$ cat config.mk
export PLATFORM = sky130hd
export DESIGN_NAME = xbus_master
export DESIGN_NICKNAME = d
export VERILOG_FILES = /design/src/rtl/xbus_master.sv
export SDC_FILE = /design/constraint.sdc
export NUM_CORES = 1
export LEC_CHECK = 0
export CAP_MARGIN = 20
export CORE_ASPECT_RATIO = 1.75
export CORE_MARGIN = 4
export CORE_UTILIZATION = 40
export CTS_CLUSTER_DIAMETER = 50
export CTS_CLUSTER_SIZE = 40
export DETAILED_ROUTE_END_ITERATION = 10
export PLACE_DENSITY = 0.92
export SLEW_MARGIN = 15
export SYNTH_ARGS = -nofsm -noshare
export SYNTH_HDL_FRONTEND = slang
export SYNTH_SLANG_ARGS = --single-unit
$ cat constraint.sdc
create_clock -name clk -period 6.1 [get_ports clk]
set_input_delay 0.915 -clock clk [delete_from_list [all_inputs] [get_ports clk]]
set_output_delay 0.915 -clock clk [all_outputs]
set_load 0.01 [all_outputs]
$ cat src/rtl/xbus_master.sv
// xbus_master: single-master Xbus sequencer; broadcasts one CPU request, selects the
// decoding slave, returns its data, and flags no-decode/timeout errors.
module xbus_master #(
    parameter int NSLAVE  = 4,
    parameter int TIMEOUT = 255
) (
    input  logic                 clk,
    input  logic                 reset,
    input  logic                 cpu_req,
    input  logic                 cpu_write,
    input  logic [21:0]          cpu_addr,
    input  logic [31:0]          cpu_datain,
    output logic [31:0]          cpu_dataout,
    output logic                 cpu_ack,
    output logic                 cpu_err,
    output logic                 xbus_req,
    output logic                 xbus_write,
    output logic [21:0]          xbus_addr,
    output logic [31:0]          xbus_dataout,
    input  logic [NSLAVE-1:0]    slv_decode,
    input  logic [NSLAVE-1:0]    slv_ack,
    input  logic [32*NSLAVE-1:0] slv_datain,
    output logic [NSLAVE-1:0]    sel,
    output logic                 nxm,
    output logic                 conflict
);
    typedef enum logic [2:0] {S_IDLE, S_DECODE, S_WAIT, S_DONE, S_ERR, S_RECOVER} state_t;
    state_t            r_state, w_state;
    logic [7:0]        r_cnt, w_cnt_inc;
    logic [NSLAVE-1:0] r_sel, w_first;
    logic              r_nxm, r_conflict, r_write, w_ack_sel, w_expired;
    logic [21:0]       r_addr;
    logic [31:0]       r_wdata, r_dataout, w_rdata;

    assign w_cnt_inc = (r_cnt == 8'hFF) ? r_cnt : r_cnt + 8'd1;
    assign w_expired = (w_cnt_inc == 8'(TIMEOUT));
    assign w_first   = slv_decode & (~slv_decode + NSLAVE'(1));
    assign w_ack_sel = |(slv_ack & r_sel);

    always_comb begin
        w_rdata = '0;
        for (int i = 0; i < NSLAVE; i++)
            w_rdata = w_rdata | (r_sel[i] ? slv_datain[32*i +: 32] : 32'd0);
    end

    always_comb begin
        w_state  = r_state;
        xbus_req = (r_state == S_DECODE) || (r_state == S_WAIT);
        cpu_ack  = (r_state == S_DONE) || (r_state == S_ERR);
        cpu_err  = (r_state == S_ERR);
        case (r_state)
            S_IDLE:    w_state = cpu_req ? S_DECODE : S_IDLE;
            S_DECODE:  w_state = (|slv_decode) ? S_WAIT : S_ERR;
            S_WAIT:    w_state = w_ack_sel ? S_DONE : (w_expired ? S_ERR : S_WAIT);
            S_DONE:    w_state = S_RECOVER;
            S_ERR:     w_state = S_RECOVER;
            S_RECOVER: w_state = (!(|slv_ack) || w_expired) ? S_IDLE : S_RECOVER;
            default:   w_state = S_IDLE;
        endcase
    end

    always_ff @(posedge clk) begin
        if (reset) begin
            r_state    <= S_IDLE;
            r_cnt      <= '0;
            r_sel      <= '0;
            r_nxm      <= 1'b0;
            r_conflict <= 1'b0;
            r_write    <= 1'b0;
            r_addr     <= '0;
            r_wdata    <= '0;
            r_dataout  <= '0;
        end else begin
            r_state <= w_state;
            if (r_state == S_IDLE && cpu_req) begin
                r_write <= cpu_write;
                r_addr  <= cpu_addr;
                r_wdata <= cpu_datain;
            end
            // The counter times WAIT and, restarted from 0, bounds the RECOVER drain
            if (r_state == S_DECODE) begin
                r_sel <= w_first;
                r_cnt <= '0;
                if (!(|slv_decode)) r_nxm <= 1'b1;
                if (|(slv_decode & (slv_decode - NSLAVE'(1)))) r_conflict <= 1'b1;
            end else if (r_state == S_WAIT || r_state == S_RECOVER) begin
                r_cnt <= w_cnt_inc;
            end else begin
                r_cnt <= '0;
            end
            if (r_state == S_WAIT && w_ack_sel)
                r_dataout <= r_write ? 32'd0 : w_rdata;
            else if (w_state == S_ERR)
                r_dataout <= '0;
        end
    end

    assign cpu_dataout  = r_dataout;
    assign xbus_write   = r_write;
    assign xbus_addr    = r_addr;
    assign xbus_dataout = r_wdata;
    assign sel          = r_sel;
    assign nxm          = r_nxm;
    assign conflict     = r_conflict;
endmodule

==> results, run 1 <==
- Entering global routing, the biggest net connects 64 pins.
- The pre-CTS worst setup slack is 2400 ps.
- The static leakage is 2.78 nW.
- The clock tree from TritonCTS is yes.
- The first global-routing pass estimated 27.8 mm of wire.
- The max-slew violation total from the final report is 0.
- The later pin in the worst-skew pair is clocked with a latency of 350 ps.
- The first-iteration detailed-routing DRC count is 319.
- The number of vias in the routed layout is 5222.
- IR analysis of the VDD net gives a maximum drop of 0.197 mV.
- The most used flip-flop cell after synthesis is dfxtp_1.
- On the worst path, the slowest cell contributes a delay of 680 ps.
- Relative to the synthesized area, the layout overhead comes to 67.4%.
- The critical path contains buffers and inverters numbering 2 combined.
- 0 antenna diodes ended up in the layout.
- The congestion estimate from routability-driven global placement came to 0.876.
- The worst setup margin is 2700 ps.
- The global-route total usage across every layer is 0.250.
- The cell area that synthesis handed to floorplanning was 4750 um^2.
- For this run, design rule violations remaining after detail routing come to 0.
- The filler cell count in the final layout is 865.
- Synthesis inferred 104 register bits.
- The kind of capture point of the worst setup path is a register.
- Buffers placed on the I/O ports in this run total 289.
- After floorplanning, the core was divided into 52 placement rows.
- Dividing the detail-routed wire length by the instance count gives 19.1 um.
- The remaining global-route overflow is 0.
- The analysis attributes to net switching a power of 0.499 mW.
- The clock sink count is 104.
- The number of antenna violations at the first check in global routing is 0.
- Among cell families on the critical path, the largest total delay comes from simple AND/OR/NAND/NOR gates.
- The number of global-route vias before repair is 5392.
- The first-pass iteration count of the detailed router is 6.
- The classification of the worst-slack hold path is register to register.
- Once layout is complete, the utilization of the core stands at 0.686.
- The run finished with clean final reports.
- The signal on the critical path passes through clkdlybuf4s50_1 > nor4_1 > o21ai_0 > o211a_1 > nor4_1 > a211oi_4 > buf_4 > o2bb2ai_1.
- The net count after synthesis is 726.
- The share of the clock period used by the worst path after layout is 0.557.
- In the post-synthesis netlist, the biggest area contributors are dfxtp_1 (44%), nand2_1 (9.6%), o2bb2ai_2 (9.5%).
- The slowest stage of the critical path is the nor4_1 cell.
- The met2 usage in global routing is 0.471.
- The top cell type's share of synthesized area is 0.439.
- The die is 152 um tall.
- Between clock sinks in the finished design, the worst skew comes to 13.5 ps.
- The wire-length estimate of the detail-placed layout is 13.7 mm.
- The clock buffer count from CTS is 9.
- In this run the worst path has a maximum fanout of 32.
- Of the cells placed in the final design, the portion with a size suffix greater than 1 is 0.0782.
- For this run, global-route usage on met1 was measured as 0.254.
- The largest total area in the synthesized netlist belongs to dfxtp_1.
- 290 I/O pins were placed.
- The slew at the pin closest to its max-slew limit is 1130 ps.
- The clock-pin slew reported for the worst setup and hold paths after clock tree synthesis is 80 ps.
- For the worst setup path, the data arrival time is 3600 ps.
- The total non-filler cell area in the finished layout is 7950 um^2.
- The total number of yosys warnings is 0.
- The number of maximum-capacitance constraint violations is 0.
- The most used standard cell by instance count after synthesis is nand2_1.
- The share of total power dissipated in the clock network is 0.336.
- The starting utilization of the core area is 0.410.
- The clock tree buffer depth is 2.
- Ranked by instance count, the synthesized netlist is headed by nand2_1 (122), dfxtp_1 (104), a21oi_1 (65), clkbuf_1 (42), a22o_1 (34).
- The placeable core region is 11600 um^2.
- Of the synthesized area, sequential elements account for 0.439.
- In the global route stage, met3 resource usage came out at 0.0802.
- The portion of total power attributed to sequential cells is 0.428.
- The net count of the finished layout is 983.
- The critical path class is primary input to register.
- The count of nets left with antenna violations once routing finished came out at 0.
- The tree is rooted in a clkbuf_16.
- Hold timing on the final database bottoms out at a slack of 456 ps.
- Of the total power, the share spent switching nets is 0.287.
- The relative slew slack is 0.247.
- The achievable frequency is 294 MHz.
- The total placed instance area is 7640 um^2.
- Counting flops with a built-in enable in the synthesized netlist gives 0.
- The total die area is 13700 um^2.
- The detailed-route vias per instance is 5.63.
- The data required time at the worst endpoint is 6300 ps.
- The floorplan step set the die width to 90.4 um.
- The internal power is 1.24 mW.
- Of the total power, combinational logic draws 0.236.
- The cell occurring most often along the worst timing path is nor4_1.
- Once the clock tree was built, the resizer swapped 0 gates to a different size.
- The final hold violation count came to 0.
- After clock tree synthesis, the flow added hold-fix buffers numbering 0.
- Dividing total power by cell area gives a power density of 219 nW/um^2.
- Yosys mapped the design onto 48 distinct sky130hd cell types.
- Wires add up to 17.7 mm.
- The H-tree was split into 3 levels.
- The worst path needs 3400 ps of the cycle, external delays included.
- The async set or reset register ratio after synthesis is 0.
- Setup repair after global routing left no endpoint under its margin.
- The post-synthesis average cell area is 8.94 um^2.
- Buffers added to address setup during post-CTS repair amount to 0.
- Setup violations remaining at the end of the flow were counted as 0.
- met2 is the most crowded layer.
- The post-route setup TNS is 0 ps.
- Counting every instance in the synthesized netlist gives 531.
- The type of origin of the critical path is a primary input.
-- path summary, 6_finish.rpt --
| check | startpoint | endpoint | slack (ps) | cells after the start |
|---|---|---|---|---|
| worst max-delay path | slv_decode[0] | cpu_dataout[29] | 2700 | 8 |
| worst max register to register | r_cnt[0] | cpu_dataout[29] | 3320 | 8 |
| worst min-delay path | xbus_dataout[19] | xbus_dataout[19] | 460 | 2 |
| worst min register to register | xbus_dataout[19] | xbus_dataout[19] | 460 | 2 |
-- logic make-up after synthesis --
family | after synthesis | synth area share
AOI/OAI and AO/OA | 186 | 0.327
and+or+nand+nor | 180 | 0.167
DFF | 104 | 0.439
buffers and inverters | 53 | 0.0503
xor gates and xnor gates | 3 | 0.00554
muxes | 3 | 0.00633
adders and majority gates | 2 | 0.00474
-- tightest hold or removal path, delay by kind of cell, from the launching register on --
family           cells  cell delay (ps)
AO/OA/AOI/OAI        1               50
AND/OR/NAND/NOR      1               50
flip-flops           1              310
-- power by group through the flow --
stage	combinational [mW]	sequential [mW]	clock, mW
after CTS	0.411	0.745	0.597
final	0.410	0.745	0.584
after floorplan	0.154	0.769	0
after global routing	0.440	0.750	0.627
after detailed placement	0.408	0.761	0
after global placement	0.395	0.758	0
-- routing by layer --
layer | vias to the layer above | wire length [um] | share of wire
li1 | 2459 | - | -
met1 | 2448 | 6110 | 0.35
met2 | 279 | 9580 | 0.54
met3 | 36 | 1590 | 0.090
met4 | 0 | 412 | 0.023
met5 | - | 0 | 0
-- placed cells by master, fill, tap and decap left out, types with 5 or more instances in the layout --
| master | n |
|---|---|
| clkbuf_16 | 9 |
| a221oi_1 | 33 |
| a22o_1 | 34 |
| clkdlybuf4s50_1 | 288 |
| buf_4 | 7 |
| o2bb2ai_2 | 30 |
| a21oi_1 | 65 |
| nor2_1 | 17 |
| dfxtp_1 | 104 |
| nand2_1 | 122 |
| nand4_1 | 5 |
| o21ai_0 | 5 |
| nor3_1 | 5 |
-- state kept, by name, indices dropped and copies added (netlist names) --
register,count
nxm,1
conflict,1
xbus_dataout,32
r_cnt,8
xbus_addr,22
sel,4
cpu_dataout,32
xbus_write,1
r_state,3
-- through the flow --
step,std cells,power [mW]
3_3_place_gp,912,1.15
2_1_floorplan,531,0.923
6_report,928,1.74
5_1_grt,928,1.82
4_1_cts,928,1.75
3_5_place_dp,912,1.17
-- layout make-up --
cell class                      count  area (um^2)  share of cell area
Clock inverter                      7         83.8              0.0106
Timing Repair Buffer              296         2940               0.370
Clock buffer                        9          225              0.0283
Sequential cell                   104         2080               0.262
Tap cell                          135          169              0.0213
Multi-Input combinational cell    374         2430               0.306
Inverter                            3         11.3             0.00142
No activity file was read; power rests on OpenSTA's default activity.
==> run 2, diff against run 1 <==
CORE_UTILIZATION = 38   (was 40)
PLACE_DENSITY = 0.88   (was 0.92)
clock period = 3.3 ns   (was 6.1 ns; I/O delays follow)
==> run 2 against run 1 <==
Setup slack got worse by 2000 ps. Utilization decreased by 2.2 points. Global-route usage decreased by 1.3 points. Worst hold slack improved by 0.56 ps. Die area increased by 4.9%. Combinational power increased by 86%. Sequential power increased by 84%. Critical path depth unchanged. Sequential cell count unchanged. Cell count increased by 3.7%. Critical endpoint is now cpu_dataout[28]. Largest power group unchanged.
==> results, run 2 (synthesized netlist as in run 1, its figures left out) <==
- Result of the run: finished clean (unchanged).
- The met2 usage in global routing came to 0.440 (was 0.471).
- The net total in the final layout is 987 (was 983).
- The count of input and output buffers came to 289 (unchanged).
- The number of global-route vias before repair was 5438 (was 5392).
- The global routing met3 resource utilization was 0.0782 (was 0.0802).
- The most common cell after layout, fill and taps aside is clkdlybuf4s50_1 (unchanged).
- The area growth from synthesis to layout came to 69.8% (was 67.4%).
- The clock sink count came to 104 (unchanged).
- The cell count of the worst hold path is 2 (unchanged).
- The routability congestion estimate was 0.912 (was 0.876).
- The library cell used as clock root buffer was clkbuf_16 (unchanged).
- The area used by multi-input combinational logic is 2430 um^2 (unchanged).
- The overall power consumption came to 3.27 mW (was 1.74 mW).
- The antenna cell count came to 0 (unchanged).
- The start point of the worst hold path was xbus_addr[14] (was xbus_dataout[19]).
- The maximum vdd drop is 0.328 mV (was 0.197 mV).
- The post-detailed-route count of antenna-violating nets is 0 (unchanged).
- The starting utilization of the core area was 0.391 (was 0.410).
- The post-cts hold buffer count is 0 (unchanged).
- The fraction of layout cells with a size suffix above 1 was 0.0828 (was 0.0782).
- The share of the clock period used by the worst path after layout is 0.776.
- The endpoint of the worst register-to-register path is cpu_dataout[28] (was cpu_dataout[29]).
- The number of vias in the routed layout was 5193 (was 5222).
- Cell breakdown of the critical path: ha_1 > and4_4 > mux2i_1 > o221ai_2 > or2_4 > a211oi_4 > buf_12 > o2bb2ai_1 (was clkdlybuf4s50_1 > nor4_1 > o21ai_0 > o211a_1 > nor4_1 > a211oi_4 > buf_4 > o2bb2ai_1).
- After layout, the minimum clock period comes to 2560 ps.
- The count of standard-cell rows is 53 (was 52).
- The max-slew violation total from the final report was 0 (unchanged).
- The count of cells resized by post-cts repair is 0 (unchanged).
- The remaining global-route overflow is 0 (unchanged).
- The post-detailed-route wirelength per cell came to 18.5 um (was 19.1 um).
- The clock tree skew after final layout is 10.2 ps (was 13.5 ps).
- The die extent in y is 156 um (was 152 um).
- The master of the slowest instance on the critical path is dfxtp_1 (was nor4_1).
- The maximum number of pins on one net before global-route repair is 63 (was 64).
- Unrepaired setup endpoints after global routing: no (unchanged).
- The number of antenna violations at the first check in global routing was 0 (unchanged).
- The total power density per cell area is 406 nW/um^2 (was 219 nW/um^2).
- The layer with the highest usage was met2 (unchanged).
- The type of origin of the critical path is a register (was primary input).
- The achievable frequency is 390 MHz.
- The detailed-route vias per instance is 5.40 (was 5.63).
- The sink of the worst hold path was xbus_addr[14] (was xbus_dataout[19]).
- The clock tree buffer depth is 2 (unchanged).
- The worst reg-to-reg setup slack is 740 ps (was 3320 ps).
- Commonest cells after routing, fill and taps aside: clkdlybuf4s50_1 (288), nand2_1 (122), dfxtp_1 (104) (unchanged).
- The first-pass GRT wire length came to 27.4 mm (was 27.8 mm).
- The arrival time of the worst setup path is 2820 ps (was 3600 ps).
- The die boundary width is 92.5 um (was 90.4 um).
- The kind of capture point of the worst setup path was a register (unchanged).
- The register area is 2080 um^2 (unchanged).
- The delay contributed by the slowest stage of the critical path is 460 ps (was 680 ps).
- The total half-perimeter wirelength after legalization and detailed placement is 14.1 mm (was 13.7 mm).
- The clock latency on the worst-skew pair is 340 ps (was 350 ps).
- The setup-violating endpoint count in the final report is 0 (unchanged).
- The classification of the worst-slack hold path is register to register (unchanged).
- The first-pass iteration count of the detailed router is 4 (was 6).
- The number of levels in the clock H-tree is 3 (unchanged).
- The clock-pin slew reported for the worst setup and hold paths after clock tree synthesis came to 80 ps (about the same).
- The final hold violation count is 0 (unchanged).
- The worst-case reg-to-reg path depth is 8 (unchanged).
- The global-route total usage across every layer is 0.237 (was 0.250).
- The buffer and inverter count on the worst path is 1 (was 2).
- The slew at the pin closest to its max-slew limit is 649 ps (was 1130 ps).
- The family of cells with the greatest summed delay on the critical path is simple AND/OR/NAND/NOR gates (unchanged).
- The total die area was 14400 um^2 (was 13700 um^2).
- The residual DRC count was 0 (unchanged).
- The post-route setup TNS came to 0 ps (unchanged).
- The static leakage is 2.82 nW (was 2.78 nW).
- The placeable core region is 12100 um^2 (was 11600 um^2).
- The routed wire length is 17.8 mm (was 17.7 mm).
- The global-route met1 utilization was 0.224 (was 0.254).
- The first-iteration detailed-routing DRC count came to 315 (was 319).
- The clock tree from TritonCTS was yes (unchanged).
- The clock buffer count from CTS is 9 (unchanged).
- The number of maximum-capacitance constraint violations is 0 (unchanged).
- The core occupancy in the finished layout is 0.664 (was 0.686).
- The start of the worst register-to-register path was r_cnt[0] (unchanged).
- The maximum fanout along the worst path is 32 (unchanged).
- The number of setup buffers added after CTS is 0 (unchanged).
- The data required time at the worst endpoint is 3560 ps (was 6300 ps).
- The number of top-level pins is 290 (unchanged).
- The filler cell count in the final layout came to 951 (was 865).
- The critical path class is register to register (was primary input to register).
- The relative slew slack was 0.567 (was 0.247).
[run 2: worst register-to-register path, cell delays in order, from the launching register on]
cell	delay [ps]
dfxtp_1	460
ha_1	350
and4_4	310
mux2i_1	230
o221ai_2	150
or2_4	270
a211oi_4	270
buf_12	260
o2bb2ai_1	160
[run 2: worst max-delay path by stage]
stage / cells after the start / endpoint / slack, ps / from
5_1_grt: 8 / cpu_dataout[28] / 580 / r_cnt[0]
6_report: 8 / cpu_dataout[28] / 740 / r_cnt[0]
3_5_place_dp: 8 / cpu_dataout[28] / 480 / slv_ack[0]
3_3_place_gp: 8 / cpu_dataout[20] / 540 / slv_ack[0]
2_1_floorplan: 9 / cpu_dataout[0] / 970 / r_cnt[0]
4_1_cts: 8 / cpu_dataout[28] / 740 / r_cnt[0]
[run 2: metrics by stage]
step / setup WS [ps] / cell area (um^2) / instances / hold WS, ps
after CTS: 741 / 8060 / 962 / 458
after global placement: 540 / 7730 / 946 / 441
after global routing: 580 / 8060 / 962 / 476
after detailed placement: 485 / 7730 / 946 / 446
final: 738 / 8060 / 962 / 457
after floorplan: 968 / 4750 / 531 / 481
[run 2: final cells by class]
type,count,share of cell area
clock buffer,9,0.0279
clock inverter,7,0.0133
inverter,3,0.00140
multi-input combinational,374,0.302
sequential,104,0.258
tap,165,0.0256
timing repair buffer,300,0.372
[run 2: metal layers]
metal,up-vias,share of wire
li1,2464,-
met1,2434,0.34
met2,239,0.53
met3,56,0.080
met4,0,0.051
met5,-,0
[run 2: report_power, final]
part / internal, mW / switching (mW) / total, mW
Combinational: 0.429 / 0.335 / 0.764
Clock: 0.619 / 0.519 / 1.14
Sequential: 1.33 / 0.0470 / 1.37
Total: 2.37 / 0.900 / 3.27
==> run 3, diff against run 2 <==
clock period = 2.67 ns   (was 3.3 ns; I/O delays follow)
==> run 3 against run 2 <==
Via count increased by 0.17%. Sequential cell count did not move. First-iteration DRC count decreased by 2.9%. Global-route usage rose by 0.15 points. Fmax up 1.0%. Non-clock buffer count up 4. Die area unchanged. Utilization is 0.072 points lower. Final area fell by 0.11%. Sequential share of layout area about the same. Largest cell class unchanged. Highest routed layer unchanged.
==> results, run 3 (synthesized netlist as in run 1, its figures left out) <==
- Result of the run: finished clean (unchanged).
- The cell count of the worst hold path is 2 (unchanged).
- The clock tree buffer depth came to 2 (unchanged).
- The number of antenna violations at the first check in global routing is 1 (was 0).
- The arrival time of the worst setup path came to 2800 ps (was 2820 ps).
- The most common cell after layout, fill and taps aside is clkdlybuf4s50_1 (unchanged).
- The first-pass iteration count of the detailed router is 5 (was 4).
- The worst reg-to-reg setup slack is 130 ps (was 740 ps).
- The filler cell count in the final layout is 964 (was 951).
- The sink of the worst hold path is xbus_dataout[5] (was xbus_addr[14]).
- The overall power consumption is 3.92 mW (was 3.27 mW).
- The number of levels in the clock H-tree is 3 (unchanged).
- The maximum fanout along the worst path is 32 (unchanged).
- The minimum hold slack is 345 ps (was 457 ps).
- The starting utilization of the core area is 0.391 (unchanged).
- The critical path class is register to register (unchanged).
- The top metal layer carrying routed signals was met4 (unchanged).
- The residual DRC count is 0 (unchanged).
- The share of the clock period used by the worst path after layout was 0.950 (was 0.776).
- The slew at the pin closest to its max-slew limit came to 563 ps (was 649 ps).
- The start point of the worst hold path was reset (was xbus_addr[14]).
- The register area is 2080 um^2 (unchanged).
- The data required time at the worst endpoint came to 2940 ps (was 3560 ps).
- The detailed-route vias per instance is 5.38 (was 5.40).
- The achievable frequency is 394 MHz (was 390 MHz).
- The total die area is 14400 um^2 (unchanged).
- The clock tree skew after final layout is 8.89 ps (was 10.2 ps).
- The relative slew slack came to 0.624 (was 0.567).
- The clock sink count is 104 (unchanged).
- The number of top-level pins is 290 (unchanged).
- The start of the worst register-to-register path is r_cnt[0] (unchanged).
- The clock-pin slew reported for the worst setup and hold paths after clock tree synthesis is 70 ps (was 80 ps).
- The count of standard-cell rows is 53 (unchanged).
- The post-detailed-route count of antenna-violating nets is 0 (unchanged).
- The number of maximum-capacitance constraint violations is 0 (unchanged).
- The delay contributed by the slowest stage of the critical path is 490 ps (was 460 ps).
- The number of global-route vias before repair was 5345 (was 5438).
- The worst-case reg-to-reg path depth was 8 (unchanged).
- The pre-CTS worst setup slack was 55.5 ps (was 485 ps).
- Commonest cells after routing, fill and taps aside: clkdlybuf4s50_1 (288), nand2_1 (122), dfxtp_1 (104) (unchanged).
- The library cell used as clock root buffer was clkbuf_16 (unchanged).
- The type of origin of the critical path is a register (unchanged).
- The worst setup margin is 134 ps (was 738 ps).
- The count of input and output buffers came to 289 (unchanged).
- The post-cts hold buffer count is 0 (unchanged).
- The maximum vdd drop is 0.421 mV (was 0.328 mV).
- The kind of capture point of the worst setup path is a register (unchanged).
- The clock tree from TritonCTS is yes (unchanged).
- The static leakage is 2.81 nW (was 2.82 nW).
- The clock buffer count from CTS is 9 (unchanged).
- The total met3 wirelength after detailed routing is 1.41 mm (was 1.42 mm).
- The die extent in y is 156 um (unchanged).
- The final hold violation count came to 0 (unchanged).
- The maximum number of pins on one net before global-route repair is 57 (was 63).
- The total non-filler cell area in the finished layout is 8050 um^2 (was 8060 um^2).
- The first-iteration detailed-routing DRC count is 306 (was 315).
- The routed length on met2 is 9.90 mm (was 9.50 mm).
- The max-slew violation total from the final report is 0 (unchanged).
- The minimum clock period is 2540 ps (was 2560 ps).
- The global-route total usage across every layer is 0.239 (was 0.237).
- The area growth from synthesis to layout came to 69.6% (was 69.8%).
- The total placed instance area is 7760 um^2 (was 7730 um^2).
- The number of vias in the routed layout is 5202 (was 5193).
- The routed wire length is 18.0 mm (was 17.8 mm).
- The first-pass GRT wire length is 27.5 mm (was 27.4 mm).
- Cell breakdown of the critical path: ha_2 > and4_4 > mux2i_1 > o221ai_2 > or2_4 > a211oi_4 > buf_12 > o2bb2ai_1 (was ha_1 > and4_4 > mux2i_1 > o221ai_2 > or2_4 > a211oi_4 > buf_12 > o2bb2ai_1).
- The sum of routed wire segments on met1 is 6.18 mm (was 5.96 mm).
- The post-detailed-route wirelength per cell is 18.7 um (was 18.5 um).
- The fraction of layout cells with a size suffix above 1 is 0.0886 (was 0.0828).
- The die boundary width is 92.5 um (unchanged).
- The classification of the worst-slack hold path is primary input to register (was register to register).
- The placeable core region was 12100 um^2 (unchanged).
- The total half-perimeter wirelength after legalization and detailed placement is 14.1 mm (about the same).
- The clock latency on the worst-skew pair was 350 ps (was 340 ps).
- The master of the slowest instance on the critical path is dfxtp_1 (unchanged).
- The remaining global-route overflow was 0 (unchanged).
- The post-route setup TNS is 0 ps (unchanged).
- The net total in the final layout came to 991 (was 987).
- The routability congestion estimate was 0.975 (was 0.912).
- The total power density per cell area is 487 nW/um^2 (was 406 nW/um^2).
- The endpoint of the worst register-to-register path was cpu_dataout[29] (was cpu_dataout[28]).
- The setup-violating endpoint count in the final report is 0 (unchanged).
- The area used by multi-input combinational logic is 2440 um^2 (was 2430 um^2).
- Unrepaired setup endpoints after global routing: no (unchanged).
-- run 3: cell count changes in the layout (fill, tap and decap cells not counted) --
| cell | before | now |
|---|---|---|
| inv_8 | 1 | 2 |
| bufinv_16 | 1 | 0 |
| clkinv_4 | 0 | 2 |
| ha_1 | 1 | 0 |
| clkinv_8 | 3 | 0 |
| buf_4 | 9 | 13 |
| ha_2 | 0 | 1 |
| inv_6 | 2 | 1 |
| diode_2 | 0 | 1 |
| clkinvlp_4 | 0 | 2 |
-- run 3: repair_timing --
| action | CTS | global route |
|---|---|---|
| endpoints found under the setup margin | 0 | 32 |
| gates resized for setup | 0 | 1 |
| setup buffers | 0 | 0 |
-- run 3: power by group --
part / switching, mW / total, mW / internal (mW)
clock: 0.613 / 1.27 / 0.652
combinational: 0.418 / 0.959 / 0.540
sequential: 0.0602 / 1.70 / 1.64
total: 1.09 / 3.92 / 2.83
-- run 3: routing by layer --
| metal | vias up | GRT usage |
|---|---|---|
| li1 | 2476 | - |
| met1 | 2441 | 0.230 |
| met2 | 248 | 0.456 |
| met3 | 37 | 0.0709 |
| met4 | 0 | 0.108 |
| met5 | - | 0 |
-- run 3: worst max path at each step --
stage,startpoint,end,slack [ps]
after floorplan,r_cnt[0],cpu_dataout[0],340
after detailed placement,slv_decode[1],cpu_dataout[29],60
after global placement,slv_decode[1],cpu_dataout[20],120
after CTS,r_cnt[0],cpu_dataout[28],100
after global routing,r_cnt[0],cpu_dataout[29],4
final,r_cnt[0],cpu_dataout[29],130
-- run 3: metrics by stage --
stage / instances / utilization
finish: 967 / 0.664
global route: 967 / 0.664
CTS: 966 / 0.663
detailed placement: 950 / 0.639
global placement: 950 / 0.639
floorplan: 531 / -
-- run 3: cell type report --
cell class / instances / area share
inverters: 3 / 0.00140
repair buffers: 304 / 0.376
clock inverters: 7 / 0.00792
diodes: 1 / 0.000311
clock buffers: 9 / 0.0280
multi-input cells: 374 / 0.303
well taps: 165 / 0.0256
flip-flops and latches: 104 / 0.259
-- run 3: critical path, delay by kind of cell, from the launching register on --
kind / cells / cell delay (ps)
compound gates: 3 / 570
simple gates: 2 / 560
flops: 1 / 490
fa+ha+maj: 1 / 320
buf+inv: 1 / 260
mux: 1 / 250
